==> src/rtl/bsg_wormhole_packet_tx.sv <==
// Wormhole transmit endpoint: turns a packet descriptor plus body flits into a
// header flit followed by len body flits, staged through a 2-entry output buffer.
module bsg_wormhole_packet_tx #(
    parameter int flit_width_p  = 32,
    parameter int len_width_p   = 4,
    parameter int cid_width_p   = 2,
    parameter int cord_width_p  = 5,
    localparam int hdr_data_width_lp = flit_width_p - len_width_p - cid_width_p - cord_width_p,
    // link layout, MSB first: {v, ready_and_rev, data}
    localparam int link_width_lp = flit_width_p + 2
) (
    input  logic                         clk_i,
    input  logic                         reset_i,
    input  logic                         pkt_v_i,
    input  logic [cord_width_p-1:0]      pkt_cord_i,
    input  logic [cid_width_p-1:0]       pkt_cid_i,
    input  logic [len_width_p-1:0]       pkt_len_i,
    input  logic [hdr_data_width_lp-1:0] pkt_data_i,
    output logic                         pkt_ready_and_o,
    input  logic                         data_v_i,
    input  logic [flit_width_p-1:0]      data_i,
    output logic                         data_ready_and_o,
    input  logic [link_width_lp-1:0]     link_i,
    output logic [link_width_lp-1:0]     link_o,
    output logic                         busy_o
);

    typedef enum logic {IDLE, BODY} state_e;

    state_e                  state_r, state_n;
    logic [len_width_p-1:0]  remaining_r, remaining_n;

    logic [1:0][flit_width_p-1:0] mem_r;
    logic                         rd_ptr_r, wr_ptr_r;
    logic [1:0]                   count_r;
    logic                         full, empty, enq_v, deq;
    logic [flit_width_p-1:0]      enq_data;

    logic link_ready;
    logic link_unused;

    assign link_ready  = link_i[flit_width_p];
    assign link_unused = ^{link_i[flit_width_p+1], link_i[flit_width_p-1:0]};

    assign full  = (count_r == 2'd2);
    assign empty = (count_r == 2'd0);
    assign deq   = ~empty & link_ready & ~reset_i;

    always_comb begin
        state_n          = state_r;
        remaining_n      = remaining_r;
        pkt_ready_and_o  = 1'b0;
        data_ready_and_o = 1'b0;
        enq_v            = 1'b0;
        enq_data         = {pkt_data_i, pkt_len_i, pkt_cid_i, pkt_cord_i};
        case (state_r)
            IDLE: begin
                pkt_ready_and_o = ~full & ~reset_i;
                if (pkt_v_i & pkt_ready_and_o) begin
                    enq_v = 1'b1;
                    if (pkt_len_i != '0) begin
                        state_n     = BODY;
                        remaining_n = pkt_len_i;
                    end
                end
            end
            BODY: begin
                data_ready_and_o = ~full & ~reset_i;
                enq_data         = data_i;
                if (data_v_i & data_ready_and_o) begin
                    enq_v       = 1'b1;
                    remaining_n = remaining_r - 1'b1;
                    if (remaining_r == len_width_p'(1))
                        state_n = IDLE;
                end
            end
            default: state_n = IDLE;
        endcase
    end

    always_ff @(posedge clk_i) begin
        if (reset_i) begin
            state_r     <= IDLE;
            remaining_r <= '0;
            rd_ptr_r    <= 1'b0;
            wr_ptr_r    <= 1'b0;
            count_r     <= 2'd0;
        end else begin
            state_r     <= state_n;
            remaining_r <= remaining_n;
            if (enq_v) wr_ptr_r <= ~wr_ptr_r;
            if (deq)   rd_ptr_r <= ~rd_ptr_r;
            case ({enq_v, deq})
                2'b10:   count_r <= count_r + 2'd1;
                2'b01:   count_r <= count_r - 2'd1;
                default: count_r <= count_r;
            endcase
        end
    end

    // storage needs no reset; occupancy alone decides what is visible
    always_ff @(posedge clk_i) begin
        if (enq_v) mem_r[wr_ptr_r] <= enq_data;
    end

    assign link_o = {~empty & ~reset_i, 1'b0, mem_r[rd_ptr_r]};
    assign busy_o = ((state_r == BODY) | ~empty) & ~reset_i;

    // a descriptor held while stalled must keep its fields steady
    a_pkt_stable: assert property (@(posedge clk_i) disable iff (reset_i)
        (pkt_v_i && !pkt_ready_and_o) |=>
        (!pkt_v_i || $stable({pkt_cord_i, pkt_cid_i, pkt_len_i, pkt_data_i})));

endmodule

==> config.mk <==
export PLATFORM = sky130hd
export DESIGN_NAME = bsg_wormhole_packet_tx
export DESIGN_NICKNAME = d
export VERILOG_FILES = /design/src/rtl/bsg_wormhole_packet_tx.sv
export SDC_FILE = /design/constraint.sdc
export NUM_CORES = 1
export LEC_CHECK = 0
export CAP_MARGIN = 30
export CORE_ASPECT_RATIO = 0.7
export CORE_UTILIZATION = 40
export DETAILED_ROUTE_END_ITERATION = 12
export DONT_BUFFER_PORTS = 1
export HOLD_SLACK_MARGIN = 0.03
export PLACE_DENSITY_LB_ADDON = 0.1
export REMOVE_ABC_BUFFERS = 1
export SYNTH_ARGS = -nofsm -noshare
export SYNTH_HDL_FRONTEND = slang
export SYNTH_SLANG_ARGS = --single-unit
export TNS_END_PERCENT = 10
==> constraint.sdc <==
create_clock -name clk_i -period 2.7 [get_ports clk_i]
set_clock_uncertainty 0.2 [all_clocks]
set_input_delay 0.405 -clock clk_i [delete_from_list [all_inputs] [get_ports clk_i]]
set_output_delay 0.405 -clock clk_i [all_outputs]
set_load 0.01 [all_outputs]
==> results by group, run 1 <==
Power
  – Max VDD drop: 0.347 mV
  – Leakage Power: 1.22 nW
  – Switching share of power: 21.7%
  – P_sw: 0.665 mW
  – Clk pwr share: 42.9%
  – Logic pwr share: 12.4%
  – Sequential Power Share: ~45%
  – P_int: around 2.4 mW
  – PD cells: between 800 and 900 nW/um2

Run status
  – Status: complete, no violations

Synth
  – Syn. warnings: 0
  – Cells after Synth: 205
  – EDFF count, synth: between 60 and 70
  – Cell variety after synth: 36
  – Commonest register cell after synthesis: edfxtp_1
  – Post-synthesis sequential area ratio: 64.7%
  – Synth Cell Area: 3250 um2
  – Register bit total from synthesis: 73
  – FFs w/ async S/R, synth: 0%
  – Syn Area/Cell: 15.8 um2

Clock tree
  – Skew-Pair Late Insertion Delay: around 320 ps
  – CTS sink cnt: 73
  – H-tree depth: 3
  – Max clock buf depth: 2
  – CTS tree: yes
  – Cts bufs inserted: 9
  – Post-CTS Resized: 0
  – Root Buffer Master: clkbuf_16
  – Total setup buffers inserted after CTS: 0
  – Cts-stage hold buffer count: 1
  – Reg clk slew, reported paths: 60 ps

Global route
  – First-pass GRT wire length: roughly 9000 um
  – Total track usage: about 15%
  – Largest net degree at the start of global routing: 47
  – Initial antenna violation count: 0
  – Vias in the first global route: 1717
  – GRT overflow: 0

Timing
  – Final Worst Setup Slack: 547 ps
  – Relative slew margins: between 60 and 70%
  – Final Hold Viols: 0
  – Final setup viols: 0
  – F_max: around 460 MHz
  – Hold_ws: 95.8 ps
  – Final period util: between 70% and 80%
  – Slew @ Worst Pin: 532 ps
  – Fin. max-slew vios: 0
  – RSZ-0062 raised after global routing: no
  – Tmin final: 2150 ps

Die
  – Site Rows: 27
  – Starting Density: about two fifths
  – Io pins: roughly 140
  – Die Y-Extent: 77.4 um
  – Die X: about 110 um
  – Core area: 7870 um2
  – Die area: roughly 8500 um2

Route
  – Vias/cell: 5.38
  – Wire length per cell: 18.5 um
  – Vias post-DR: 1701
  – DRT Pass-1 Iters: 4
  – Drt total wl: between 5000 and 6000 um
  – First DRT Iteration DRCs: 33
  – DR DRC count: 0
  – Post-DRT Antenna Nets: 0

Setup path
  – Worst-path cell chain: nor2b_2 -> nor3_4 -> inv_2 -> nor2_4 -> buf_4
  – CP peak stage delay: about 440 ps
  – Crit path DAT: 1980 ps
  – CP endpoint kind: flip-flop
  – Critical path type: reg2reg
  – WP data required: 2520 ps
  – Max Fanout on Critical Path: 12
  – Startpoint types: flip-flop
  – Worst R2R Setup Slack: about 550 ps
  – Critical Path Slowest Stage Cell: dfxtp_1

Final layout
  – Register area: 2100 um2
  – Area Growth Syn to Fin: 15.3%
  – Multi-input gate area: between 1000 and 1500 um2
  – Cell area after layout: 3740 um2
  – Util after Layout: roughly 48%
  – Most frequent cells in the layout: 64 x edfxtp_1, 63 x mux2_2, 9 x clkbuf_16, 7 x dfxtp_1
  – Diodes inserted: 0
  – Layout cells sized above 1: roughly 43%
  – Fin nets: 316
  – Fillers: 669
  – Most common cell after layout, fill and taps aside: edfxtp_1

Place
  – Post-Place Setup Slack: 520 ps
  – Gpl congestion: 0.703
  – Dpl cell area: 3400 um2
  – Port-buffer cells: 0
  – Hpwl dp: ~4000 um

Hold path
  – HP Class: in2reg

Job
  – Max-cap check violation count: 0
final timing paths:
kind / depth (start not counted) / from / to
worst max-delay path: 5 / count_r[0] / mem_r[22]
worst min-delay path: 3 / reset_i / remaining_r[0]
worst max register to register: 5 / count_r[0] / mem_r[22]
worst min register to register: 2 / remaining_r[1] / remaining_r[1]
state kept, by name (all words and copies together), names as in the netlist:
name / count
count_r: 2
mem_r: 64
rd_ptr_r: 1
remaining_r: 4
state_r: 1
wr_ptr_r: 1
cells in the mapped netlist (2+ instances only):
cell / count / area [um2]
mux2_2: 63 / 709
a21oi_1: 4 / 20.0
dfxtp_1: 9 / 180
nand3_1: 2 / 10.0
nand2_1: 5 / 18.8
and2_1: 3 / 18.8
inv_1: 3 / 11.3
nor3_1: 3 / 15.0
edfxtp_1: 64 / 1920
nor2_1: 6 / 22.5
or4_1: 2 / 15.0
buf_1: 3 / 11.3
o211ai_1: 2 / 15.0
xnor2_1: 3 / 26.3
ha_1: 3 / 37.5
nor3b_1: 2 / 15.0
o21ai_0: 4 / 20.0
clkbuf_1: 6 / 22.5
power groups by stage:
| stage | combinational (mW) | sequential, mW | clock (mW) |
|---|---|---|---|
| after floorplan | 0.274 | 1.41 | 0 |
| after global placement | 0.368 | 1.39 | 0 |
| after detailed placement | 0.383 | 1.40 | 0 |
| after CTS | 0.388 | 1.37 | 1.34 |
| after global routing | 0.417 | 1.38 | 1.39 |
| final | 0.379 | 1.37 | 1.31 |
worst max-delay path: cells and delay by family, from the launching register on:
| family | cells | cell delay (ps) |
|---|---|---|
| simple gates | 3 | 770 |
| buf+inv | 2 | 430 |
| flops | 1 | 440 |
final cells by class:
| cell class | instances | share of cell area [%] |
|---|---|---|
| clock buffers | 9 | 6.02 |
| inverters | 4 | 0.401 |
| multi-input cells | 117 | 29.2 |
| flip-flops and latches | 73 | 56.2 |
| repair buffers | 6 | 1.94 |
| clock inverters | 6 | 2.84 |
| well taps | 101 | 3.38 |
cells by family after synthesis:
kind of cell | count (synthesis) | synth area share, %
compound gates | 15 | 3.16
xor+xnor | 4 | 1.08
fa+ha+maj | 3 | 1.16
buf+inv | 15 | 1.89
flops | 73 | 64.7
mux | 64 | 22.1
other cells | 1 | 0.115
simple gates | 30 | 5.74
per-layer routing:
metal  vias to the layer above  GRT usage, %  wire length [um]
li1                        787             -                 -
met3                         4          7.14               446
met5                         -             0                 0
met1                       844          16.5              2470
met4                         0          3.60                27
met2                        66          24.7              2910
per-stage QoR:
step | TNS, ps | instances | total power [mW]
6_report | 0 | 316 | 3.06
5_1_grt | 0 | 316 | 3.18
4_1_cts | 0 | 316 | 3.10
3_5_place_dp | 0 | 300 | 1.78
3_3_place_gp | 0 | 300 | 1.76
2_1_floorplan | -49910 | 194 | 1.68
(Power assumes the default switching activity.)
==> run 2: changes to the inputs <==
Clock period 2.7 ns to 2.2 ns, I/O delays scaled along.
==> run 2 against run 1 <==
Wire length rose by 3.6%; cell area rose by 1.9%; combinational power rose by 30%; first-iteration DRC count rose by 6.1%; worst setup slack got worse by 360 ps; via count rose by 1.1%; power rose by 24%; hold slack got worse by 56 ps; clock power rose by 24%; critical endpoint is now data_ready_and_o; largest cell class unchanged; largest power group unchanged; highest routed layer unchanged.
==> results by group, run 2 (synthesized netlist as in run 1, its figures left out) <==
Job
  – Max-cap check violation count: 0 (unchanged)

Hold path
  – Hold Crit Depth: 2 (-1)
  – Worst Hold End: state_r
  – HP Class: in2reg
  – Worst Hold Launch: pkt_len_i[2]

Route
  – Vias post-DR: 1720 (+1.1%)
  – DR DRC count: 0 (unchanged)
  – First DRT Iteration DRCs: 35 (+6.1%)
  – Wire length per cell: 18.7 um (+0.72%)
  – Drt total wl: 6070 um (+3.6%)
  – DRT Pass-1 Iters: 4 (unchanged)
  – Vias/cell: 5.29 (-1.7%)
  – Post-DRT Antenna Nets: 0 (unchanged)

Die
  – Starting Density: 41.3% (unchanged)
  – Die area: 8490 um2 (unchanged)
  – Core area: 7870 um2 (unchanged)
  – Io pins: 139 (unchanged)
  – Die Y-Extent: 77.4 um (unchanged)
  – Die X: 110 um (unchanged)
  – Site Rows: 27 (unchanged)

Final layout
  – Registers with the most flip-flops: mem_r (64), remaining_r (4), count_r (2)
  – Layout cells sized above 1: 45.1% (+2.3 points)
  – Max FFs per register: 64 (unchanged)
  – Fillers: 667 (-0.30%)
  – Multi-input gate area: 1100 um2 (+0.46%)
  – Most common cell after layout, fill and taps aside: edfxtp_1
  – Diodes inserted: 0 (unchanged)
  – Most frequent cells in the layout: 64 x edfxtp_1, 63 x mux2_2, 9 x clkbuf_16, 9 x buf_4, 7 x dfxtp_1
  – Area Growth Syn to Fin: 17.5%
  – Register area: 2100 um2 (unchanged)
  – Fin nets: 324 (+2.5%)
  – Most flop-heavy register: mem_r

Clock tree
  – Cts bufs inserted: 9 (unchanged)
  – Root Buffer Master: clkbuf_16
  – H-tree depth: 3 (unchanged)
  – Total setup buffers inserted after CTS: 0 (unchanged)
  – Reg clk slew, reported paths: 60 ps (about the same)
  – Skew-Pair Late Insertion Delay: 320 ps (about the same)
  – CTS tree: yes
  – Max clock buf depth: 2 (unchanged)
  – CTS sink cnt: 73 (unchanged)

Setup path
  – Worst R2R Setup Slack: 230 ps (-320 ps)
  – R2r worst-path depth: 6 (+1)
  – Crit path DAT: 1480 ps (-500 ps)
  – Worst-path cell chain: buf_4 -> buf_4 -> nor3b_2
  – Most used cell along the critical path: buf_4
  – CP peak stage delay: 340 ps (-100 ps)
  – Max Fanout on Critical Path: 19 (+7)
  – CP Buf/Inv Count: 2 (unchanged)
  – WP data required: 1670 ps (-850 ps)
  – Critical Path Slowest Stage Cell: dfxtp_2
  – Cell family with most CP delay: buffers and inverters
  – Worst r2r dst: count_r[1]
  – CP endpoint kind: output pin
  – Startpoint types: flip-flop
  – Critical path type: reg2out
  – R2r startpoint: count_r[1]

Power
  – Leakage Power: 1.26 nW (+3.2%)
  – Max VDD drop: 0.506 mV (+46%)
  – PD cells: 994 nW/um2 (+21%)

Global route
  – GRT overflow: 0 (unchanged)
  – Total track usage: 15.4% (+0.76 points)
  – Largest net degree at the start of global routing: 23 (-51%)
  – Initial antenna violation count: 0 (unchanged)
  – Vias in the first global route: 1790 (+4.3%)
  – First-pass GRT wire length: 9290 um (+3.5%)

Place
  – Post-Place Setup Slack: 273 ps (-246 ps)
  – Port-buffer cells: 0 (unchanged)
  – Gpl congestion: 0.728 (+3.6%)
  – Hpwl dp: 4180 um (+6.3%)

Timing
  – RSZ-0062 raised after global routing: no
  – Final period util: 91.5%
  – Final setup viols: 0 (unchanged)
  – F_max: roughly 500 MHz
  – Final setup TNS: 0 ps (unchanged)
  – Fin. max-slew vios: 0 (unchanged)
  – Tmin final: roughly 2000 ps
  – Final Worst Setup Slack: 187 ps (-360 ps)
  – Final Hold Viols: 0 (unchanged)

Run status
  – Status: complete, no violations
[run 2: metal layers]
layer	track usage (%)	part of all wire, %	vias to the layer above
met5	0	0	-
met4	5.73	1.2	0
met3	6.22	7.0	7
met2	27.4	53	73
met1	16.2	39	836
li1	-	-	804
[run 2: cell type report]
cell class	instances	area share, %
clock buffers	9	5.90
clock inverters	7	3.11
inverters	4	0.393
multi-input cells	117	28.8
flip-flops and latches	73	55.1
well taps	101	3.31
repair buffers	14	3.34
[run 2: how the worst max path moves through the flow]
stage | slack, ps | cells after the start | start | endpoint
2_1_floorplan | -1600 | 4 | state_r | mem_r[0]
3_5_place_dp | 270 | 6 | count_r[1] | count_r[1]
4_1_cts | 50 | 3 | state_r | data_ready_and_o
6_report | 190 | 3 | state_r | data_ready_and_o
3_3_place_gp | 310 | 6 | count_r[1] | count_r[1]
5_1_grt | 80 | 3 | state_r | data_ready_and_o
[run 2: what timing repair did]
action,4_1_cts,5_1_grt
hold endpoints to repair,11,2
hold buffers,3,1
gates resized for setup,0,1
endpoints found under the setup margin,0,1
[run 2: power breakdown]
| group | total (mW) | internal, mW | switching [mW] | leakage [nW] |
|---|---|---|---|---|
| Sequential | 1.68 | 1.64 | 0.0394 | 0.662 |
| Combinational | 0.494 | 0.222 | 0.272 | 0.432 |
| Clock | 1.62 | 1.11 | 0.519 | 0.162 |
[run 2: stage by stage]
| step | total power [mW] | instance area, um2 | instances | hold slack [ps] | util [%] |
|---|---|---|---|---|---|
| after CTS | 3.85 | 3800 | 324 | 31.6 | 48.3 |
| after global placement | 2.17 | 3430 | 305 | 198 | 43.5 |
| final | 3.79 | 3820 | 325 | 39.7 | 48.5 |
| after detailed placement | 2.19 | 3430 | 305 | 198 | 43.5 |
| after floorplan | 2.06 | 3200 | 194 | 195 | - |
| after global routing | 3.96 | 3820 | 325 | 31.0 | 48.5 |
[run 2: worst reg2reg max path: cells and delay by family, from the launching register on]
family,cells,cell delay (ps)
and+or+nand+nor,3,760
DFF,1,380
adders and majority gates,1,280
buffers and inverters,1,140
AOI/OAI and AO/OA,1,140
==> run 3: changes to the inputs <==
Settings changed: MAX_ROUTING_LAYER set to met4.
==> run 3 against run 2 <==
Global-route usage rose by 0.44 points; sequential share of layout area did not move; critical endpoint unchanged; maximum frequency rose by 0.25%; non-clock buffer count did not move; cell area did not move; core utilization did not move; via count fell by 0.17%; final cell count did not move; sequential cell count did not move; hold slack barely moved; combinational power barely moved.
==> results by group, run 3 (synthesized netlist as in run 1, its figures left out) <==
Hold path
  – Worst Hold Launch: pkt_len_i[2]
  – HP Class: in2reg
  – Hold Crit Depth: 2 (unchanged)
  – Worst Hold End: state_r

Global route
  – First-pass GRT wire length: 9290 um (about the same)
  – Vias in the first global route: 1788 (-0.11%)
  – Initial antenna violation count: 0 (unchanged)
  – Largest net degree at the start of global routing: 23 (unchanged)
  – Total track usage: 15.8% (+0.44 points)
  – GRT overflow: 0 (unchanged)

Final layout
  – Layout cells sized above 1: 45.1% (unchanged)
  – Util after Layout: 48.5% (unchanged)
  – Most common cell after layout, fill and taps aside: edfxtp_1
  – Registers with the most flip-flops: mem_r (64), remaining_r (4), count_r (2)
  – Most frequent cells in the layout: 64 x edfxtp_1, 63 x mux2_2, 9 x clkbuf_16, 9 x buf_4, 7 x dfxtp_1
  – Post-route insts no fill: 325 (unchanged)
  – Max FFs per register: 64 (unchanged)
  – Cell area after layout: 3820 um2 (unchanged)
  – Diodes inserted: 0 (unchanged)
  – Area Growth Syn to Fin: 17.5% (unchanged)
  – Fin nets: 324 (unchanged)
  – Most flop-heavy register: mem_r

Timing
  – Tmin final: 2010 ps (-5.07 ps)
  – Final Worst Setup Slack: 192 ps (+5.07 ps)
  – Final Hold Viols: 0 (unchanged)
  – RSZ-0062 raised after global routing: no
  – Hold_ws: 39.6 ps (-0.0936 ps)
  – F_max: 498 MHz (+0.25%)
  – Final period util: 91.3% (-0.23 points)
  – Fin. max-slew vios: 0 (unchanged)
  – Final setup viols: 0 (unchanged)

Run status
  – Status: complete, no violations

Die
  – Die area: 8490 um2 (unchanged)
  – Starting Density: 41.3% (unchanged)
  – Die Y-Extent: 77.4 um (unchanged)
  – Io pins: 139 (unchanged)
  – Die X: 110 um (unchanged)
  – Site Rows: 27 (unchanged)
  – Core area: 7870 um2 (unchanged)

Setup path
  – CP peak stage delay: 340 ps (about the same)
  – R2r startpoint: count_r[1]
  – Worst r2r dst: count_r[1]
  – Startpoint types: flip-flop
  – Crit path DAT: 1480 ps (about the same)
  – Critical path type: reg2out
  – R2r worst-path depth: 6 (unchanged)
  – Critical Path Slowest Stage Cell: dfxtp_2
  – Max Fanout on Critical Path: 19 (unchanged)
  – Worst-path cell chain: buf_4 -> buf_4 -> nor3b_2
  – Most used cell along the critical path: buf_4
  – CP endpoint kind: output pin
  – Worst R2R Setup Slack: 230 ps (about the same)
  – WP data required: 1670 ps (about the same)

Place
  – Gpl congestion: 0.737 (+1.2%)
  – Hpwl dp: 4180 um (unchanged)
  – Dpl cell area: 3430 um2 (unchanged)
  – Port-buffer cells: 0 (unchanged)
  – Placed insts: 305 (unchanged)
  – Post-Place Setup Slack: 273 ps (unchanged)

Route
  – Met1 WL: 2340 um (-0.42%)
  – Met3 routed WL: 421 um (-0.24%)
  – First DRT Iteration DRCs: 35 (unchanged)
  – Vias/cell: 5.28 (-0.17%)
  – Wire length per cell: 18.6 um (-0.31%)
  – DR DRC count: 0 (unchanged)
  – Drt total wl: 6050 um (-0.31%)
  – Post-DRT Antenna Nets: 0 (unchanged)
  – Uppermost layer routed: met4
  – Vias post-DR: 1717 (-0.17%)
  – DRT Pass-1 Iters: 4 (unchanged)
  – Met2 wire len: 3210 um (-0.25%)

Clock tree
  – H-tree depth: 3 (unchanged)
  – CTS tree: yes
  – Cts bufs inserted: 9 (unchanged)
  – Total setup buffers inserted after CTS: 0 (unchanged)
  – Reg clk slew, reported paths: 60 ps (about the same)
  – Skew-Pair Late Insertion Delay: 320 ps (about the same)
  – Root Buffer Master: clkbuf_16
  – Max clock buf depth: 2 (unchanged)
  – CTS sink cnt: 73 (unchanged)

Power
  – PD cells: 994 nW/um2 (about the same)
  – Leakage Power: 1.26 nW (unchanged)
  – Max VDD drop: 0.506 mV (about the same)

Job
  – Max-cap check violation count: 0 (unchanged)
-- run 3: cell counts in the layout (fill, tap and decap cells not counted) --
Identical to the previous run, type by type.
-- run 3: routing by layer --
layer | global-route usage (%) | vias to the layer above
met2 | 27.3 | 73
met3 | 5.80 | 7
met4 | 5.73 | 0
met5 | - | -
li1 | - | 802
met1 | 16.5 | 835
-- run 3: worst max-delay path by stage --
stage,startpoint,end,cells past startpoint
after global routing,state_r,data_ready_and_o,3
after floorplan,state_r,mem_r[0],4
after global placement,count_r[1],count_r[1],6
final,state_r,data_ready_and_o,3
after CTS,state_r,data_ready_and_o,3
after detailed placement,count_r[1],count_r[1],6
-- run 3: critical path: cells and delay by family (launching register included) --
| kind | cells | cell delay (ps) |
|---|---|---|
| flops | 1 | 340 |
| simple gates | 1 | 290 |
| buf+inv | 2 | 520 |
-- run 3: area by class of cell --
type / count / area [um2]
flip-flops and latches: 73 / 2100
fillers: 667 / 4060
repair buffers: 14 / 128
clock buffers: 9 / 225
clock inverters: 7 / 119
multi-input cells: 117 / 1100
well taps: 101 / 126
inverters: 4 / 15.0
-- run 3: repair_timing --
item                                   4_1_cts  5_1_grt
setup endpoints to repair                    0        1
endpoints found under the hold margin       11        2
hold buffers                                 3        1
gates resized for setup                      0        1
-- run 3: report_power, final --
part | leakage (nW) | switching, mW | internal [mW]
sequential | 0.662 | 0.0391 | 1.64
combinational | 0.432 | 0.271 | 0.222
clock | 0.162 | 0.519 | 1.11
-- run 3: per-stage QoR --
stage | power [mW] | setup TNS, ps
after detailed placement | 2.19 | 0
after floorplan | 2.06 | -83630
after global routing | 3.96 | 0
final | 3.79 | 0
after CTS | 3.85 | 0
after global placement | 2.17 | 0
